$ cat src/rtl/uart_rx_apb.sv
// APB-slave 8N1 UART receiver: 2-flop synchroniser, receive FSM, small byte FIFO and
// sticky error flags, with a registered level interrupt.

package params_pkg;
  localparam logic [7:0] REG_DATA   = 8'h00;
  localparam logic [7:0] REG_STATUS = 8'h04;
endpackage

module uart_rx_apb #(
  parameter int unsigned CLKS_PER_BIT = 868,
  parameter int unsigned FIFO_DEPTH   = 4
) (
  input  logic  clk,
  input  logic  reset,
  apb_if.slave  apb,
  input  logic  rx,
  output logic  rx_irq
);
  import params_pkg::*;

  localparam int unsigned CW = $clog2(CLKS_PER_BIT);
  localparam int unsigned AW = $clog2(FIFO_DEPTH);
  localparam logic [CW-1:0] HalfM1 = CW'(CLKS_PER_BIT / 2 - 1);
  localparam logic [CW-1:0] BitM1  = CW'(CLKS_PER_BIT - 1);
  localparam logic [AW:0]   Full   = (AW + 1)'(FIFO_DEPTH);

  localparam logic [2:0] StIdle     = 3'd0;
  localparam logic [2:0] StStart    = 3'd1;
  localparam logic [2:0] StData     = 3'd2;
  localparam logic [2:0] StStop     = 3'd3;
  localparam logic [2:0] StWaitHigh = 3'd4;

  logic          rx_meta_q, rx_s_q;
  logic [2:0]    state_q, state_d;
  logic [CW-1:0] cnt_q, cnt_d;
  logic [2:0]    bit_idx_q, bit_idx_d;
  logic [7:0]    shift_q, shift_d;
  logic [7:0]    mem_q [FIFO_DEPTH];
  logic [AW-1:0] wptr_q, wptr_d, rptr_q, rptr_d;
  logic [AW:0]   count_q, count_d;
  logic          overrun_q, overrun_d, frame_err_q, frame_err_d;
  logic          rx_irq_q, rx_irq_d;

  logic push_req, frame_set, push_ok, pop, ovr_set, clr_wr;
  logic rx_valid, fifo_full, rx_busy, access;
  logic unused_pwdata;

  assign unused_pwdata = ^{apb.pwdata[31:3], apb.pwdata[0]};

  always_ff @(posedge clk or posedge reset) begin
    if (reset) begin
      rx_meta_q <= 1'b1;
      rx_s_q    <= 1'b1;
    end else begin
      rx_meta_q <= rx;
      rx_s_q    <= rx_meta_q;
    end
  end

  always_comb begin
    state_d   = state_q;
    cnt_d     = cnt_q;
    bit_idx_d = bit_idx_q;
    shift_d   = shift_q;
    push_req  = 1'b0;
    frame_set = 1'b0;
    case (state_q)
      StIdle: begin
        cnt_d = '0;
        if (!rx_s_q) state_d = StStart;
      end
      StStart: begin
        if (cnt_q == HalfM1) begin
          cnt_d     = '0;
          bit_idx_d = '0;
          state_d   = rx_s_q ? StIdle : StData;
        end else begin
          cnt_d = cnt_q + CW'(1);
        end
      end
      StData: begin
        if (cnt_q == BitM1) begin
          cnt_d            = '0;
          shift_d[bit_idx_q] = rx_s_q;
          if (bit_idx_q == 3'd7) state_d = StStop;
          else bit_idx_d = bit_idx_q + 3'd1;
        end else begin
          cnt_d = cnt_q + CW'(1);
        end
      end
      StStop: begin
        if (cnt_q == BitM1) begin
          cnt_d = '0;
          if (rx_s_q) begin
            push_req = 1'b1;
            state_d  = StIdle;
          end else begin
            frame_set = 1'b1;
            state_d   = StWaitHigh;
          end
        end else begin
          cnt_d = cnt_q + CW'(1);
        end
      end
      StWaitHigh: begin
        // One frame error per break: wait here for the line to recover.
        if (rx_s_q) state_d = StIdle;
      end
      default: state_d = StIdle;
    endcase
  end

  assign rx_valid  = (count_q != '0);
  assign fifo_full = (count_q == Full);
  assign rx_busy   = (state_q != StIdle);
  assign access    = apb.psel & apb.penable;
  assign pop       = access & ~apb.pwrite & (apb.paddr == REG_DATA) & rx_valid;
  assign clr_wr    = access & apb.pwrite & (apb.paddr == REG_STATUS);
  assign push_ok   = push_req & (~fifo_full | pop);
  assign ovr_set   = push_req & fifo_full & ~pop;

  always_comb begin
    wptr_d = push_ok ? wptr_q + AW'(1) : wptr_q;
    rptr_d = pop ? rptr_q + AW'(1) : rptr_q;
    case ({push_ok, pop})
      2'b10:   count_d = count_q + (AW + 1)'(1);
      2'b01:   count_d = count_q - (AW + 1)'(1);
      default: count_d = count_q;
    endcase
    // Set beats a simultaneous write-1-to-clear.
    overrun_d   = ovr_set | (overrun_q & ~(clr_wr & apb.pwdata[1]));
    frame_err_d = frame_set | (frame_err_q & ~(clr_wr & apb.pwdata[2]));
    rx_irq_d    = rx_valid | overrun_q | frame_err_q;
  end

  always_ff @(posedge clk or posedge reset) begin
    if (reset) begin
      state_q     <= StIdle;
      cnt_q       <= '0;
      bit_idx_q   <= '0;
      shift_q     <= '0;
      wptr_q      <= '0;
      rptr_q      <= '0;
      count_q     <= '0;
      overrun_q   <= 1'b0;
      frame_err_q <= 1'b0;
      rx_irq_q    <= 1'b0;
    end else begin
      state_q     <= state_d;
      cnt_q       <= cnt_d;
      bit_idx_q   <= bit_idx_d;
      shift_q     <= shift_d;
      wptr_q      <= wptr_d;
      rptr_q      <= rptr_d;
      count_q     <= count_d;
      overrun_q   <= overrun_d;
      frame_err_q <= frame_err_d;
      rx_irq_q    <= rx_irq_d;
    end
  end

  always_ff @(posedge clk) begin
    if (push_ok) mem_q[wptr_q] <= shift_q;
  end

  always_comb begin
    case (apb.paddr)
      REG_DATA:   apb.prdata = {24'h0, rx_valid ? mem_q[rptr_q] : 8'h00};
      REG_STATUS: apb.prdata = {27'h0, rx_busy, fifo_full, frame_err_q, overrun_q, rx_valid};
      default:    apb.prdata = 32'h0;
    endcase
  end

  assign apb.pready = 1'b1;
  assign rx_irq     = rx_irq_q;

endmodule

$ cat src/rtl/uart_rx_apb_if.sv
// APB bus signal bundle shared by the UART peripherals.

interface apb_if;
  logic        psel;
  logic        penable;
  logic        pwrite;
  logic [7:0]  paddr;
  logic [31:0] pwdata;
  logic [31:0] prdata;
  logic        pready;

  modport slave (
    input  psel, penable, pwrite, paddr, pwdata,
    output prdata, pready
  );

  modport master (
    output psel, penable, pwrite, paddr, pwdata,
    input  prdata, pready
  );
endinterface

$ cat src/flat_wrapper.sv
// flat-port wrapper written by rule: the top's interface ports become plain ports
module uart_rx_apb_flat import params_pkg::*;
#(
  parameter int unsigned CLKS_PER_BIT = 868,
  parameter int unsigned FIFO_DEPTH   = 4
)
  (clk, reset, rx, rx_irq, apb_psel, apb_penable, apb_pwrite, apb_paddr, apb_pwdata, apb_prdata, apb_pready);
  apb_if apb_i ();
  input  logic clk;
  input  logic reset;
  input  logic rx;
  output logic rx_irq;
  input wire logic [$bits(apb_i.psel)-1:0] apb_psel;
  input wire logic [$bits(apb_i.penable)-1:0] apb_penable;
  input wire logic [$bits(apb_i.pwrite)-1:0] apb_pwrite;
  input wire logic [$bits(apb_i.paddr)-1:0] apb_paddr;
  input wire logic [$bits(apb_i.pwdata)-1:0] apb_pwdata;
  output wire logic [$bits(apb_i.prdata)-1:0] apb_prdata;
  output wire logic [$bits(apb_i.pready)-1:0] apb_pready;
  assign apb_i.psel = apb_psel;
  assign apb_i.penable = apb_penable;
  assign apb_i.pwrite = apb_pwrite;
  assign apb_i.paddr = apb_paddr;
  assign apb_i.pwdata = apb_pwdata;
  assign apb_prdata = apb_i.prdata;
  assign apb_pready = apb_i.pready;
  uart_rx_apb #(.CLKS_PER_BIT(CLKS_PER_BIT), .FIFO_DEPTH(FIFO_DEPTH)) u_core (.clk(clk), .reset(reset), .apb(apb_i), .rx(rx), .rx_irq(rx_irq));
endmodule
$ cat config.mk
export PLATFORM = sky130hd
export DESIGN_NAME = uart_rx_apb_flat
export DESIGN_NICKNAME = d
export VERILOG_FILES = /design/src/rtl/uart_rx_apb.sv /design/src/rtl/uart_rx_apb_if.sv /design/src/flat_wrapper.sv
export SDC_FILE = /design/constraint.sdc
export NUM_CORES = 1
export LEC_CHECK = 0
export ABC_AREA = 1
export CORE_UTILIZATION = 55
export DETAILED_ROUTE_END_ITERATION = 8
export GPL_ROUTABILITY_DRIVEN = 0
export GPL_TIMING_DRIVEN = 0
export HOLD_SLACK_MARGIN = 0.05
export PLACE_DENSITY = 0.86
export SYNTH_ARGS = -nofsm -noshare
export SYNTH_HDL_FRONTEND = slang
export SYNTH_SLANG_ARGS = --single-unit
$ cat constraint.sdc
create_clock -name clk -period 5.36 [get_ports clk]
set_input_delay 0.804 -clock clk [delete_from_list [all_inputs] [get_ports clk]]
set_output_delay 0.804 -clock clk [all_outputs]
set_load 0.03 [all_outputs]
==> results.yml, run 1 <==
clock_network:
  insertion_delay_ns: 0.35
  cts_root_buf: "clkbuf_8"
  cts_buffers: 9
  path_clk_slew_ns: 0.07
  cts_tree: "done"
  clockBufferDepth: 2
  cts_resized: 0
  htreeDepth: 3
  cts_sinks: 68
  post-cts-setup-buffers: 0
  hold_buffers: 0
synthesis:
  synth_cells: 398
  syn-cell-area_um2: 3580
  async_flop_share: 0.529
  yosys-top-cells-count: "nand2_1 (76), inv_1 (46), nor2_1 (40)"
  ys_types: 31
  synthTopCellsByArea: "edfxtp_1 (27%), dfrtp_1 (24%), nand2_1 (8.0%)"
  synthFlopType: "dfrtp_1"
  netlist.area_leader.share: 0.269
  synth-edff-count: 32
  yosysMostFrequentCell: "nand2_1"
  ys_seq_area_frac: 0.521
  synth-seq-cells: 68
  yosys_warnings: 0
  synth_area_leader_cell: "edfxtp_1"
  syn_area_per_cell_um2: 8.99
drt:
  routedWlPerCell_um: 13.1
  drt_iter0_markers: 165
  viasPerCell: 5.17
  drt_wl_total_um: 7080
  drt_first_pass_iters: 4
  ant_nets: 0
  drc: 0
  dr_total_vias: 2788
power_and_ir_drop:
  p_leak_uw: 0.00194
  irDropWorstVdd_mv: 0.180
  p_per_area_nw_per_um2: 236
sta:
  post-route-period-util: 0.688
  rsz0062_at_grt: "false"
  finalCriticalPeriod_ns: 3.69
  fin_setup_tns_ns: 0
  hold_viol: 0
  fmax_ghz: 0.271
  worst_pin_slew_ns: 0.922
  relSlewSlack: 0.385
  final-setup-viol-count: 0
  finalMaxSlewViolations: 0
  finalClockSkew_ns: 0.0169
setup_path:
  cp_max_fo: 7
  cp_data_required_time_ns: 4.56
  start_kind: "primary input"
  critPathArrivalTime_ns: 2.88
  critical_path_class: "in -> out"
  critical_path.endpoint_type: "primary output"
final_layout:
  areaGrowthSynthToFinish_pct: 17.3
  n_antenna_cell: 0
  drive_gt1_frac: 0.149
  final_nets: 513
  post-route-util: 0.665
global_routing:
  grt_max_degree: 22
  grt_antenna_before_repair: 0
  grt_pass1_wl_um: 11400
  grt_pass1_vias: 2648
  grt-ovfl-total: 0
  grt_use_total: 0.228
hold_path:
  worst_hold_path_type: "reg -> reg"
floorplanning:
  die_y_um: 82.6
  io_pins: 80
  initial_utilization: 0.567
  die_w_um: 82.6
  fp-row-count: 29
  core-area_um2: 6310
  dieArea_um2: 6830
run:
  drv_cap: 0
placement:
  io_buffers: 24
  hpwl_um: 5000
run_status:
  outcome: "finished clean"
==> layout by cell type, fill, tap and decap left out, drive strengths merged <==
cell type / n
nand2: 82
inv: 50
nor2: 46
dfrtp: 34
o21ai: 34
nand3: 33
edfxtp: 32
buf: 31
conb: 25
clkdlybuf4s50: 24
o22ai: 12
clkbuf: 12
nor3: 11
ha: 9
xor2: 6
a21oi: 4
clkinv: 4
nand4: 3
xnor2: 3
clkinvlp: 2
dfstp: 2
or2: 1
o22a: 1
fa: 1
==> critical path, stage by stage <==
cell             delay (ns)
clkdlybuf4s50_1        0.39
nor2_1                 0.16
nand3_1                0.10
nor2_1                 0.24
nand2_1                0.27
o22ai_1                0.23
clkdlybuf4s50_1        0.70
==> per-layer routing <==
layer / share of wire / GRT usage / up-vias
met5: 0 / 0 / -
met2: 0.50 / 0.402 / 127
met3: 0.073 / 0.0582 / 19
met4: 0.028 / 0.124 / 0
met1: 0.39 / 0.248 / 1272
li1: - / - / 1370
==> state kept, by name, summed over array words and instances, names as in the netlist <==
| register | flops |
|---|---|
| u_core.state_q | 3 |
| u_core.bit_idx_q | 3 |
| u_core.count_q | 3 |
| u_core.mem_q | 32 |
| u_core.overrun_q | 1 |
| u_core.frame_err_q | 1 |
| u_core.cnt_q | 10 |
| u_core.rx_meta_q | 1 |
| u_core.rptr_q | 2 |
| u_core.rx_s_q | 1 |
| u_core.shift_q | 8 |
| u_core.rx_irq | 1 |
| u_core.wptr_q | 2 |
==> worst paths after layout <==
kind	startpoint	endpoint	slack (ns)	cells after the start
min in group asynchronous	reset	u_core.rptr_q[1]$_DFFE_PP0P_	0.96	2
worst min-delay path	u_core.rx_meta_q$_DFF_PP1_	u_core.rx_s_q$_DFF_PP1_	0.36	0
worst max-delay path	apb_paddr[7]	apb_prdata[1]	1.67	7
worst max register to register	u_core.count_q[0]$_DFFE_PP0P_	u_core.count_q[2]$_DFFE_PP0P_	3.06	9
max in group asynchronous	reset	u_core.bit_idx_q[1]$_DFFE_PP0P_	3.81	3
worst min register to register	u_core.rx_meta_q$_DFF_PP1_	u_core.rx_s_q$_DFF_PP1_	0.36	0
==> report_power, final <==
group	switching [uW]	internal (uW)	total, uW	leakage [uW]
registers	1.04	544	545	0.000833
logic	43.2	28.8	72.0	0.00103
clock network	206	168	374	0.0000822
==> layout make-up <==
class / instances / area [um^2]
inverter: 50 / 188
multi-input combinational: 271 / 1390
clock inverter: 6 / 42.5
tap: 77 / 96.3
sequential: 68 / 1860
timing repair buffer: 25 / 268
fill: 473 / 2120
clock buffer: 10 / 128
buffer: 32 / 225
==> through the flow <==
| stage | setup WS (ns) | total power (uW) | instance area [um^2] | hold WS [ns] | cells |
|---|---|---|---|---|---|
| 2_1_floorplan | 2.45 | 608 | 3660 | 0.345 | 421 |
| 3_3_place_gp | 1.71 | 624 | 4000 | 0.347 | 522 |
| 3_5_place_dp | 1.69 | 628 | 4030 | 0.348 | 523 |
| 4_1_cts | 1.69 | 994 | 4200 | 0.358 | 539 |
| 5_1_grt | 1.49 | 1020 | 4200 | 0.365 | 539 |
| 6_report | 1.67 | 991 | 4200 | 0.358 | 539 |
==> kinds of logic after synthesis <==
group / count (synthesis) / share of synthesized area
AOI/OAI and AO/OA: 51 / 0.0766
xor gates and xnor gates: 9 / 0.0220
adders and majority gates: 10 / 0.0371
buffers and inverters: 82 / 0.115
DFF: 68 / 0.521
other: 2 / 0.00210
and+or+nand+nor: 176 / 0.226
Power figures use the tool's default switching activity.
==> inputs of run 2 (changes only) <==
--- a/config.mk
+++ b/config.mk
@@ -6,12 +6,12 @@
 export NUM_CORES = 1
 export LEC_CHECK = 0
 export ABC_AREA = 1
-export CORE_UTILIZATION = 55
+export CORE_UTILIZATION = 46
 export DETAILED_ROUTE_END_ITERATION = 8
 export GPL_ROUTABILITY_DRIVEN = 0
 export GPL_TIMING_DRIVEN = 0
 export HOLD_SLACK_MARGIN = 0.05
-export PLACE_DENSITY = 0.86
+export PLACE_DENSITY = 0.77
 export SYNTH_ARGS = -nofsm -noshare
 export SYNTH_HDL_FRONTEND = slang
 export SYNTH_SLANG_ARGS = --single-unit
==> constraint.sdc (replaced) <==
create_clock -name clk -period 3.3 [get_ports clk]
set_input_delay 0.495 -clock clk [delete_from_list [all_inputs] [get_ports clk]]
set_output_delay 0.495 -clock clk [all_outputs]
set_load 0.03 [all_outputs]
==> run 2 against run 1 <==
Compared with the run above:
- clock skew fell by 0.0083 ns
- first-iteration DRC count fell by 21%
- global-route usage fell by 4.5 points
- non-clock buffer count fell by 1
- largest power group unchanged
- final cell count rose by 3.9%
==> results.yml, run 2 (synthesis gave the netlist of run 1 again) <==
global_routing:
  met2_usage: 0.299
  grt_antenna_before_repair: 0
  grt-ovfl-total: 0
  grt_pass1_vias: 2566
  grt_max_degree: 37
  grt_busiest_layer: "met2"
  met1_usage: 0.213
  grt_use_total: 0.183
  use_met3: 0.0516
  grt_pass1_wl_um: 11500
sta:
  relSlewSlack: 0.480
  rsz0062_at_grt: "false"
  fmax_ghz: 0.319
  post-route-period-util: 0.949
  worst_pin_slew_ns: 0.779
  fin_setup_tns_ns: 0
  final-setup-viol-count: 0
  hold_viol: 0
  finalCriticalPeriod_ns: 3.13
  setup_ws_ns: 0.169
  finalMaxSlewViolations: 0
  finalClockSkew_ns: 0.00859
run:
  drv_cap: 0
floorplanning:
  fp-row-count: 31
  io_pins: 80
  core-area_um2: 7370
  die_y_um: 90.2
  die_w_um: 90.2
  initial_utilization: 0.485
  dieArea_um2: 8130
final_layout:
  regMostFlops: "u_core.mem_q"
  fillers: 639
  final_cell_area_um2: 4250
  largest_reg_flops: 32
  final_cell_mix: "nand2_1 (76), inv_1 (45), nor2_1 (40)"
  reg_top3: "u_core.mem_q (32), u_core.cnt_q (10), u_core.shift_q (8)"
  n_antenna_cell: 0
  drive_gt1_frac: 0.152
  final_nets: 512
  areaGrowthSynthToFinish_pct: 18.9
  layout_commonest_cell: "nand2_1"
setup_path:
  critical_path_class: "in -> out"
  cp_data_required_time_ns: 2.80
  start_kind: "primary input"
  max_stage_delay_ns: 0.70
  critPathArrivalTime_ns: 2.64
  critical_path.endpoint_type: "primary output"
  cp_max_fo: 7
  worst-path-buf-inv: 2
  cpMaxStageDelayCell: "clkdlybuf4s50_1"
  crit_start: "apb_paddr[7]"
  path_delay_family: "buffers and inverters"
  reg2reg_from: "u_core.cnt_q[0]$_DFFE_PP0P_"
  crit_chain: "clkdlybuf4s50_1, nor2_1, nand3_1, nor2_1, nand2_1, o22ai_1, clkdlybuf4s50_1"
clock_network:
  cts_buffers: 9
  htreeDepth: 3
  post-cts-setup-buffers: 0
  hold_buffers: 0
  clockBufferDepth: 2
  cts_sinks: 68
  insertion_delay_ns: 0.35
  cts_root_buf: "clkbuf_8"
  path_clk_slew_ns: 0.07
  cts_tree: "done"
  cts_resized: 0
drt:
  dr_total_vias: 2672
  routedWlPerCell_um: 12.2
  viasPerCell: 4.77
  ant_nets: 0
  drt_first_pass_iters: 4
  drt_wl_total_um: 6820
  drt_iter0_markers: 131
  drc: 0
hold_path:
  hp-start: "u_core.rx_meta_q$_DFF_PP1_"
  worst_hold_path_type: "reg -> reg"
power_and_ir_drop:
  irDropWorstVdd_mv: 0.175
  p_per_area_nw_per_um2: 413
  p_leak_uw: 0.00196
placement:
  dp_slack_ns: 0.154
  io_buffers: 24
  place_area_um2: 4030
  hpwl_um: 4940
run_status:
  outcome: "finished clean"
## run 2: final cells by class
| class | count | area [um^2] | area share |
|---|---|---|---|
| clock inverters | 7 | 100 | 0.0235 |
| plain buffers | 32 | 225 | 0.0530 |
| multi-input cells | 271 | 1390 | 0.326 |
| clock buffers | 9 | 124 | 0.0291 |
| well taps | 99 | 124 | 0.0291 |
| flip-flops and latches | 68 | 1860 | 0.438 |
| repair buffers | 24 | 240 | 0.0565 |
| inverters | 50 | 188 | 0.0441 |
## run 2: worst register-to-register path: cells and delay by family, from the launching register on
kind / cells / cell delay (ns)
DFF: 1 / 0.42
buffers and inverters: 1 / 0.11
and+or+nand+nor: 3 / 0.59
AOI/OAI and AO/OA: 1 / 0.17
adders and majority gates: 3 / 0.92
## run 2: routing by layer
metal | vias up | routed length, um
met5 | - | 0
met3 | 20 | 398
met4 | 0 | 211
li1 | 1367 | -
met1 | 1207 | 2960
met2 | 78 | 3250
## run 2: final timing paths
| check | endpoint | slack [ns] | cells past startpoint |
|---|---|---|---|
| max in group asynchronous | u_core.shift_q[2]$_DFFE_PP0P_ | 2.20 | 2 |
| min | u_core.rx_s_q$_DFF_PP1_ | 0.36 | 0 |
| max reg2reg | u_core.count_q[1]$_DFFE_PP0P_ | 1.02 | 8 |
| max | apb_prdata[1] | 0.17 | 7 |
| min in group asynchronous | u_core.rptr_q[1]$_DFFE_PP0P_ | 0.61 | 2 |
| min reg2reg | u_core.rx_s_q$_DFF_PP1_ | 0.36 | 0 |
## run 2: where the power goes
part           internal (uW)  leakage [uW]  switching [uW]
clock                    430      0.000114             329
sequential               884      0.000833            1.79
combinational           43.4       0.00101            69.0
total                   1360       0.00196             400
## run 2: metrics by stage
step,hold WS [ns],power [uW],utilization,instances
4_1_cts,0.358,1770,0.577,560
3_5_place_dp,0.348,1020,0.547,544
5_1_grt,0.370,1820,0.577,560
6_report,0.358,1760,0.577,560
2_1_floorplan,0.345,988,-,421
3_3_place_gp,0.347,1010,0.547,544
==> inputs of run 3 (changes only) <==
--- a/config.mk
+++ b/config.mk
@@ -6,6 +6,7 @@
 export NUM_CORES = 1
 export LEC_CHECK = 0
 export ABC_AREA = 1
+export CAP_MARGIN = 20
 export CORE_UTILIZATION = 46
 export DETAILED_ROUTE_END_ITERATION = 8
 export GPL_ROUTABILITY_DRIVEN = 0
==> results of run 3 <==
Same layout as run 2: the final DEF is identical, and so are final timing and power.
